### src/rtl/axi_burst_sequencer.sv
// AXI4 master sequencer: runs one INCR burst (AR/R or AW/W/B) per command and reports completion.
// Optional watchdog abort enabled by defining AXI_SEQ_TIMEOUT_EN.
module axi_burst_sequencer #(
  parameter int unsigned ID_W        = 6,
  parameter int unsigned ADDR_W      = 6,
  parameter int unsigned DATA_W      = 32,
  parameter int unsigned ID_VAL      = 0,
  parameter int unsigned TIMEOUT_CYC = 1024
) (
  input  logic              clk,
  input  logic              reset,
  input  logic              cmd_valid,
  output logic              cmd_ready,
  input  logic              cmd_write,
  input  logic [ADDR_W-1:0] cmd_addr,
  input  logic [7:0]        cmd_len,
  input  logic              wr_valid,
  output logic              wr_ready,
  input  logic [DATA_W-1:0] wr_data,
  output logic              rd_valid,
  input  logic              rd_ready,
  output logic [DATA_W-1:0] rd_data,
  output logic              rd_last,
  output logic              done,
  output logic [1:0]        done_resp,
  output logic              timeout,
  output logic              M_AXI_AWVALID,
  input  logic              M_AXI_AWREADY,
  output logic [ID_W-1:0]   M_AXI_AWID,
  output logic [ADDR_W-1:0] M_AXI_AWADDR,
  output logic [7:0]        M_AXI_AWLEN,
  output logic [2:0]        M_AXI_AWSIZE,
  output logic [1:0]        M_AXI_AWBURST,
  output logic              M_AXI_WVALID,
  input  logic              M_AXI_WREADY,
  output logic [DATA_W-1:0] M_AXI_WDATA,
  output logic [3:0]        M_AXI_WSTRB,
  output logic              M_AXI_WLAST,
  input  logic              M_AXI_BVALID,
  output logic              M_AXI_BREADY,
  input  logic [ID_W-1:0]   M_AXI_BID,
  input  logic [1:0]        M_AXI_BRESP,
  output logic              M_AXI_ARVALID,
  input  logic              M_AXI_ARREADY,
  output logic [ID_W-1:0]   M_AXI_ARID,
  output logic [ADDR_W-1:0] M_AXI_ARADDR,
  output logic [7:0]        M_AXI_ARLEN,
  output logic [2:0]        M_AXI_ARSIZE,
  output logic [1:0]        M_AXI_ARBURST,
  input  logic              M_AXI_RVALID,
  output logic              M_AXI_RREADY,
  input  logic [ID_W-1:0]   M_AXI_RID,
  input  logic [DATA_W-1:0] M_AXI_RDATA,
  input  logic [1:0]        M_AXI_RRESP,
  input  logic              M_AXI_RLAST
);

  localparam int unsigned SUM_W = ADDR_W + 11;
  localparam logic [ID_W-1:0]  ID_C       = ID_W'(ID_VAL);
  localparam logic [SUM_W-1:0] ADDR_SPAN  = SUM_W'(1) << ADDR_W;
  localparam logic [15:0]      WDOG_LIMIT = 16'(TIMEOUT_CYC - 1);
`ifdef AXI_SEQ_TIMEOUT_EN
  localparam bit WDOG_EN = 1'b1;
`else
  localparam bit WDOG_EN = 1'b0;
`endif

  typedef enum logic [2:0] {
    S_IDLE, S_CHK, S_AR, S_R, S_AW, S_W, S_B, S_DONE
  } state_e;

  state_e            state_q, state_nxt;
  logic              write_q;
  logic [ADDR_W-1:0] addr_q;
  logic [7:0]        len_q;
  logic [7:0]        beat_q;
  logic [1:0]        resp_q;
  logic              timeout_q;
  logic              cmd_ready_q;
  logic [15:0]       wdog_q;

  logic [SUM_W-1:0]  end_addr;
  logic              chk_bad;
  logic              any_hs;
  logic              busy;
  logic              wdog_hit;
  logic [1:0]        r_beat_resp;

  // Static address/control fields come straight from the latched command
  assign M_AXI_AWID    = ID_C;
  assign M_AXI_AWADDR  = addr_q;
  assign M_AXI_AWLEN   = len_q;
  assign M_AXI_AWSIZE  = 3'd2;
  assign M_AXI_AWBURST = 2'b01;
  assign M_AXI_ARID    = ID_C;
  assign M_AXI_ARADDR  = addr_q;
  assign M_AXI_ARLEN   = len_q;
  assign M_AXI_ARSIZE  = 3'd2;
  assign M_AXI_ARBURST = 2'b01;
  assign M_AXI_WDATA   = wr_data;
  assign M_AXI_WSTRB   = 4'hF;
  assign rd_data       = M_AXI_RDATA;
  assign cmd_ready     = cmd_ready_q;

  // End address computed wide enough that len=255 cannot wrap
  assign end_addr    = SUM_W'(addr_q) + ((SUM_W'(len_q) + SUM_W'(1)) << 2);
  assign chk_bad     = (addr_q[1:0] != 2'b00) || (end_addr > ADDR_SPAN);
  assign r_beat_resp = (M_AXI_RID != ID_C) ? 2'b10 : M_AXI_RRESP;

  always_comb begin
    state_nxt     = state_q;
    M_AXI_AWVALID = 1'b0;
    M_AXI_WVALID  = 1'b0;
    M_AXI_WLAST   = 1'b0;
    M_AXI_BREADY  = 1'b0;
    M_AXI_ARVALID = 1'b0;
    M_AXI_RREADY  = 1'b0;
    wr_ready      = 1'b0;
    rd_valid      = 1'b0;
    rd_last       = 1'b0;
    done          = 1'b0;
    done_resp     = 2'b00;
    timeout       = 1'b0;
    any_hs        = 1'b0;
    busy          = 1'b0;
    wdog_hit      = 1'b0;
    case (state_q)
      S_IDLE: if (cmd_valid && cmd_ready_q) state_nxt = S_CHK;
      S_CHK: begin
        if (chk_bad)      state_nxt = S_DONE;
        else if (write_q) state_nxt = S_AW;
        else              state_nxt = S_AR;
      end
      S_AR: begin
        busy          = 1'b1;
        M_AXI_ARVALID = 1'b1;
        if (M_AXI_ARREADY) begin
          any_hs    = 1'b1;
          state_nxt = S_R;
        end
      end
      S_R: begin
        busy         = 1'b1;
        M_AXI_RREADY = rd_ready;
        rd_valid     = M_AXI_RVALID;
        rd_last      = M_AXI_RLAST;
        if (M_AXI_RVALID && rd_ready) begin
          any_hs = 1'b1;
          if (M_AXI_RLAST || (beat_q == len_q)) state_nxt = S_DONE;
        end
      end
      S_AW: begin
        busy          = 1'b1;
        M_AXI_AWVALID = 1'b1;
        if (M_AXI_AWREADY) begin
          any_hs    = 1'b1;
          state_nxt = S_W;
        end
      end
      S_W: begin
        busy         = 1'b1;
        M_AXI_WVALID = wr_valid;
        wr_ready     = M_AXI_WREADY;
        M_AXI_WLAST  = (beat_q == len_q);
        if (wr_valid && M_AXI_WREADY) begin
          any_hs = 1'b1;
          if (beat_q == len_q) state_nxt = S_B;
        end
      end
      S_B: begin
        busy         = 1'b1;
        M_AXI_BREADY = 1'b1;
        if (M_AXI_BVALID) begin
          any_hs    = 1'b1;
          state_nxt = S_DONE;
        end
      end
      S_DONE: begin
        done      = 1'b1;
        done_resp = resp_q;
        timeout   = timeout_q;
        state_nxt = S_IDLE;
      end
      default: state_nxt = S_IDLE;
    endcase
    // Watchdog abort: the stalled channel is released when DONE is entered
    if (WDOG_EN && busy && !any_hs && (wdog_q == WDOG_LIMIT)) begin
      wdog_hit  = 1'b1;
      state_nxt = S_DONE;
    end
  end

  always_ff @(posedge clk or negedge reset) begin
    if (!reset) state_q <= S_IDLE;
    else        state_q <= state_nxt;
  end

  // Command latch, beat counter, response accumulation and watchdog
  always_ff @(posedge clk or negedge reset) begin
    if (!reset) begin
      write_q     <= 1'b0;
      addr_q      <= '0;
      len_q       <= 8'd0;
      beat_q      <= 8'd0;
      resp_q      <= 2'b00;
      timeout_q   <= 1'b0;
      cmd_ready_q <= 1'b0;
      wdog_q      <= 16'd0;
    end else begin
      cmd_ready_q <= (state_nxt == S_IDLE);
      case (state_q)
        S_IDLE: if (cmd_valid && cmd_ready_q) begin
          write_q <= cmd_write;
          addr_q  <= cmd_addr;
          len_q   <= cmd_len;
        end
        S_CHK: begin
          beat_q    <= 8'd0;
          resp_q    <= chk_bad ? 2'b11 : 2'b00;
          timeout_q <= 1'b0;
        end
        S_R: if (M_AXI_RVALID && rd_ready) begin
          beat_q <= beat_q + 8'd1;
          if (r_beat_resp > resp_q) resp_q <= r_beat_resp;
        end
        S_W: if (wr_valid && M_AXI_WREADY) beat_q <= beat_q + 8'd1;
        S_B: if (M_AXI_BVALID) resp_q <= (M_AXI_BID != ID_C) ? 2'b10 : M_AXI_BRESP;
        default: ;
      endcase
      if (wdog_hit) begin
        resp_q    <= 2'b11;
        timeout_q <= 1'b1;
      end
      if (busy && !any_hs) wdog_q <= wdog_q + 16'd1;
      else                 wdog_q <= 16'd0;
    end
  end

endmodule

### config.mk
export PLATFORM = sky130hd
export DESIGN_NAME = axi_burst_sequencer
export DESIGN_NICKNAME = d
export VERILOG_FILES = /design/src/rtl/axi_burst_sequencer.sv
export SDC_FILE = /design/constraint.sdc
export NUM_CORES = 1
export LEC_CHECK = 0
export CAP_MARGIN = 10
export CORE_MARGIN = 1
export CORE_UTILIZATION = 32
export DETAILED_ROUTE_END_ITERATION = 12
export MAX_ROUTING_LAYER = met4
export PLACE_DENSITY = 0.82
export RECOVER_POWER = 50
export SYNTH_ARGS = -nofsm -noshare
export SYNTH_HDL_FRONTEND = slang
export SYNTH_SLANG_ARGS = --single-unit
### constraint.sdc
create_clock -name clk -period 3.1 [get_ports clk]
set_clock_uncertainty 0.2 [all_clocks]
set_input_delay 0.62 -clock clk [delete_from_list [all_inputs] [get_ports clk]]
set_output_delay 0.62 -clock clk [all_outputs]
set_load 0.01 [all_outputs]
After elaboration in Yosys (flattened, before gate mapping)

Cells that the tools add are included.
Widths: inputs -> output; s select.

Register bits after elaboration: 29
Bits of input ports: 106

Add/subtract/negate cells: 3
Order comparisons: 2
Eq/ne operators: 12
Multiplexer cells: 32
Reduce and logical (&&, ||, !) cells: 15

Operators by type and width:

| operator            | count |
|---|---|
| $mux 3              | 10 |
| $pmux 3 s8          | 1 |
| $pmux 8 s3          | 1 |
| $mux 8              | 2 |
| $mux 2              | 7 |
| $add 6x11->12       | 1 |
| $eq 3x3->1 const B  | 4 |
| $gt 12x7->1 const B | 1 |
| $reduce_bool 6->1   | 2 |
| $mux 1              | 10 |
| $add 8x1->9 const B | 1 |
| $add 8x1->8 const B | 1 |
| $eq 8x8->1          | 1 |
| $ne 2x2->1 const B  | 4 |
| $eq 3x2->1 const B  | 2 |
| $logic_not 3->1     | 2 |
| $pmux 2 s3          | 1 |
| $reduce_bool 3->1   | 2 |
| $reduce_and 4->1    | 1 |
| $eq 3x1->1 const B  | 1 |
| $logic_and 1x1->1   | 3 |
| $reduce_and 3->1    | 1 |
| $gt 2x2->1          | 1 |
| $logic_or 1x1->1    | 2 |
| 2 further kinds     | 2 |

Longest topological paths before layout

Depth in word-level cells: 7
Mapped depth: 10

Worst setup path after synthesis

OpenSTA, ideal clock, no wires.

Path kind: register to register
Start point: reg len_q[0] (netlist: M_AXI_ARLEN[0])
End point: reg state_q[0]
Setup time: 132 ps
Arrival: 2,605 ps
Setup slack: 164 ps
Stages on the path, launching flop included: 9
Path buffers: 0
Cells stage by stage: dfrtp_1 ha_1 inv_1 fa_1 or4b_1 a221oi_2 o211ai_1 o21ai_2 or3b_1

Longest elaborated chain between the ends: 6
Elaborated cells between the ends (all ways): 12
Classes of those cells: 2 x add/sub; 1 x order compare; 1 x eq/ne; 6 x mux; 2 x reduce/logical

Ends and longest elaborated chain:

| element                | line | text |
|---|---|---|
| start, declared        | 75   | `logic [7:0] len_q;` |
| start signal, assigned | 215  | `len_q <= cmd_len;` |
| $add 8x1->9            | 106  | `assign end_addr = SUM_W'(addr_q) + ((SUM_W'(len_q) + SUM_W'(1)) << 2);` |
| $add 6x11->12          | 106  |  |
| $gt 12x7->1            | 107  | `assign chk_bad = (addr_q[1:0] != 2'b00) \|\| (end_addr > ADDR_SPAN);` |
| $logic_or 1x1->1       | 107  |  |
| $mux 3                 | 130  | `if (chk_bad) state_nxt = S_DONE;` |
| $pmux 3 s8 (*)         | 127  | `case (state_q)` |
| via state_nxt[0]       | 72   | `state_e state_q, state_nxt;` |
| end signal, assigned   | 195  | `else state_q <= state_nxt;` |
| end, declared          | 72   |  |

The timed path passes the listed nets; every way through them passes the cells marked *.
A chain may end at the register's enable or synchronous reset.

Worst setup path in the final report

Ends and elaborated chain as after synthesis.

==> results by group <==
Worst setup path
  – Reg-to-reg slack, setup: 0.19 ns
  – Worst Reg-to-Reg Cells: 8
  – Worst path top cell family by delay: adder cells
  – CP max FO: 5
  – Slowest cell on crit path: fa_1
  – RR Endpoint: state_q[0]
  – Critical path class: reg -> reg
  – Critical Path AT: 2.87 ns
  – Worst path bufs/invs: 1
  – Worst path required time: 3.06 ns
  – Crit. End Element: flip-flop
  – CP Cell Sequence: ha_1 -> inv_1 -> fa_1 -> or4b_1 -> a221oi_2 -> o211ai_1 -> o21ai_2 -> or3b_1
  – FF-to-FF Start: M_AXI_ARLEN[0]
  – Worst Setup Start Kind: flip-flop
  – Crit-path max cell delay: 0.49 ns

GRT
  – Vias in the first global route: 2107
  – Total gr overflow: 0
  – All-Layer GR Usage: 14.0%
  – Largest net degree at the start of global routing: 30
  – First-pass GRT wire length: 9.54 mm
  – Antenna violations before repair: 0

Routing
  – Via/cell ratio: 4.75
  – Detailed Route Iter0 Violations: 122
  – DR vias: 2066
  – Final ANT Viol Nets: 0
  – Routed len/inst: 13.4 um
  – Detailed Routing Iterations Pass 1: 4
  – Number of remaining DRC errors: 0
  – Final wirelength: 5.84 mm

Yosys
  – Post-synth EDFFs: 0
  – Cells after synthesis: 315
  – Synth warnings: 0
  – Async S/R FF share, synth: 100%
  – Cell Area, Synth: 0.00270 sq mm
  – Dominant cells by area after synthesis: buf_4 29%, dfrtp_1 27%, mux2_2 5.0%
  – Cell variety after synth: 44
  – Yosys top cell by area: buf_4
  – #FFs+latches synth: 29
  – Main synth FF type: dfrtp_1
  – Most used standard cell by instance count after synthesis: buf_4
  – Synth top area share: 29.2%
  – Seq/Total Area, Yosys: 26.8%
  – Post-synth top cells: 105 x buf_4, 29 x dfrtp_1, 22 x nand2_1
  – Syn avg cell area: 8.58 sq um

Clock tree
  – Post-CTS Setup Bufs: 0
  – H-tree levels: 2
  – CTS Buf Count: 5
  – Clock transition at path regs: 0.07 ns
  – Num Clock Sinks: 29
  – Root Buffer: clkbuf_8
  – CTS tree: built
  – Skew-Pair Late Insertion Delay: 0.28 ns
  – Maximum buffer depth of the clock tree: 2

STA
  – Slew Viols, Final: 30
  – Post-layout minimum cycle time: 2.91 ns
  – Fin Setup TNS: 0 ns
  – RSZ-0062 raised after global routing: no
  – Fin. Hold Viols: 0
  – Period utilization: 93.9%
  – FMAX: 343 MHz
  – Final setup viols: 0
  – Worst-Margin Slew: 1.60 ns
  – Slew HR: -6.82%

Outcome
  – Status: complete, but fails checks
  – Failing checks: max-capacitance violations, max-slew violations

Finish
  – Finished Core Util: 37.8%
  – Layout cells sized above 1: 11.2%
  – Area delta synth->final: 14.9%
  – Fin nets: 444
  – Antenna diodes: 0

Place
  – Port bufs: 82
  – Dpl hpwl: 4.66 mm
  – Final Wtd Congestion: 0.852

Die
  – Initial Utilization: 32.9%
  – Die area: 0.00882 sq mm
  – FP Rows: 33
  – Die Wd: 93.9 um
  – Die Ht: 93.9 um
  – Core box area: 0.00822 sq mm
  – Boundary Pins: 238

Min path
  – Worst Hold End: resp_q[1]
  – Hold crit path type: reg -> reg
  – Hold Crit Depth: 2
  – Hold Crit Start: resp_q[1]

Run
  – Max-cap violations: 1

Power
  – Pwr dens: 887 mW/mm^2
  – Pleak: 1.30 nW
  – VDD IR-drop max: 0.000545 V
-- per-stage QoR --
stage | hold WS, ns | cell area [sq um] | setup slack, ns | instances | power (W)
after CTS | 0.341 | 3110 | 0.161 | 435 | 0.00279
after global placement | 0.309 | 3020 | 0.274 | 427 | 0.00239
after floorplan | 0.124 | 2800 | 0.164 | 340 | 0.00187
after global routing | 0.377 | 3110 | 0.0181 | 435 | 0.00301
after detailed placement | 0.321 | 3020 | 0.157 | 427 | 0.00246
final | 0.341 | 3110 | 0.188 | 435 | 0.00276
-- state kept, by name, indices dropped and copies added (netlist names) --
| name | cells |
|---|---|
| M_AXI_ARADDR | 6 |
| M_AXI_ARLEN | 8 |
| beat_q | 8 |
| cmd_ready | 1 |
| resp_q | 2 |
| state_q | 3 |
| write_q | 1 |
-- cell families after synthesis --
logic type	count (synthesis)	share of synthesized area [%]
simple gates	86	16.7
other cells	2	0.278
xor+xnor	16	5.18
mux	16	6.48
compound gates	38	8.88
flops	29	26.8
buf+inv	119	31.2
fa+ha+maj	9	4.44
-- timing repair --
action                     4_1_cts  5_1_grt
hold buffers                     0        0
resized for setup                0        1
setup endpoints to repair        0        1
-- tightest hold or removal path, stage by stage, from the launching register on --
cell	delay, ns
dfrtp_1	0.36
nand2_1	0.07
nand3_1	0.08
-- worst max-delay path by stage --
stage	from	endpoint	slack, ns	cells after the start
final	M_AXI_ARLEN[0]	state_q[0]	0.19	8
after global routing	M_AXI_ARLEN[0]	state_q[0]	0.02	8
after CTS	M_AXI_ARLEN[0]	state_q[0]	0.16	8
after detailed placement	M_AXI_ARLEN[0]	state_q[0]	0.16	8
after global placement	M_AXI_ARLEN[0]	state_q[0]	0.27	8
after floorplan	M_AXI_ARLEN[0]	state_q[0]	0.16	8
-- per-layer routing --
layer  global-route usage, %  up-vias  part of all wire [%]
met4                    6.67        0                   3.4
met3                    4.69       30                   8.5
li1                        -      954                     -
met2                    22.9       91                    48
met1                    15.3      991                    40
met5                       -        -                     0
-- cells in the final DEF, fill, tap and decap left out, types with 3 or more instances in the layout --
master	Yosys	routed
a21o_1	3	3
a21oi_1	9	9
a31oi_1	3	3
and2_1	7	7
buf_4	105	10
clkbuf_8	0	5
clkdlybuf4s50_1	0	81
conb_1	2	27
dfrtp_1	29	29
ha_1	8	8
inv_1	8	8
mux2_2	12	12
mux2i_1	4	4
nand2_1	22	22
nand2b_1	3	3
nand3_1	8	8
nand4_1	4	4
nor2_1	18	18
nor3_1	5	4
nor4_1	3	3
o21ai_0	13	13
or2_2	3	3
xnor2_1	12	12
xor2_1	4	4
-- where the power goes --
group / switching (W) / internal, W
Clock: 0.000150 / 0.000155
Combinational: 0.000821 / 0.000920
Sequential: 0.000187 / 0.000524
-- cell type report --
| cell class | instances | area, sq um |
|---|---|---|
| Fill cell | 825 | 5110 |
| Multi-Input combinational cell | 192 | 1230 |
| Timing Repair Buffer | 93 | 900 |
| Sequential cell | 29 | 726 |
| Tap cell | 105 | 131 |
| Clock buffer | 5 | 68.8 |
| Inverter | 8 | 30.0 |
| Clock inverter | 3 | 17.5 |
(Power assumes the default switching activity.)
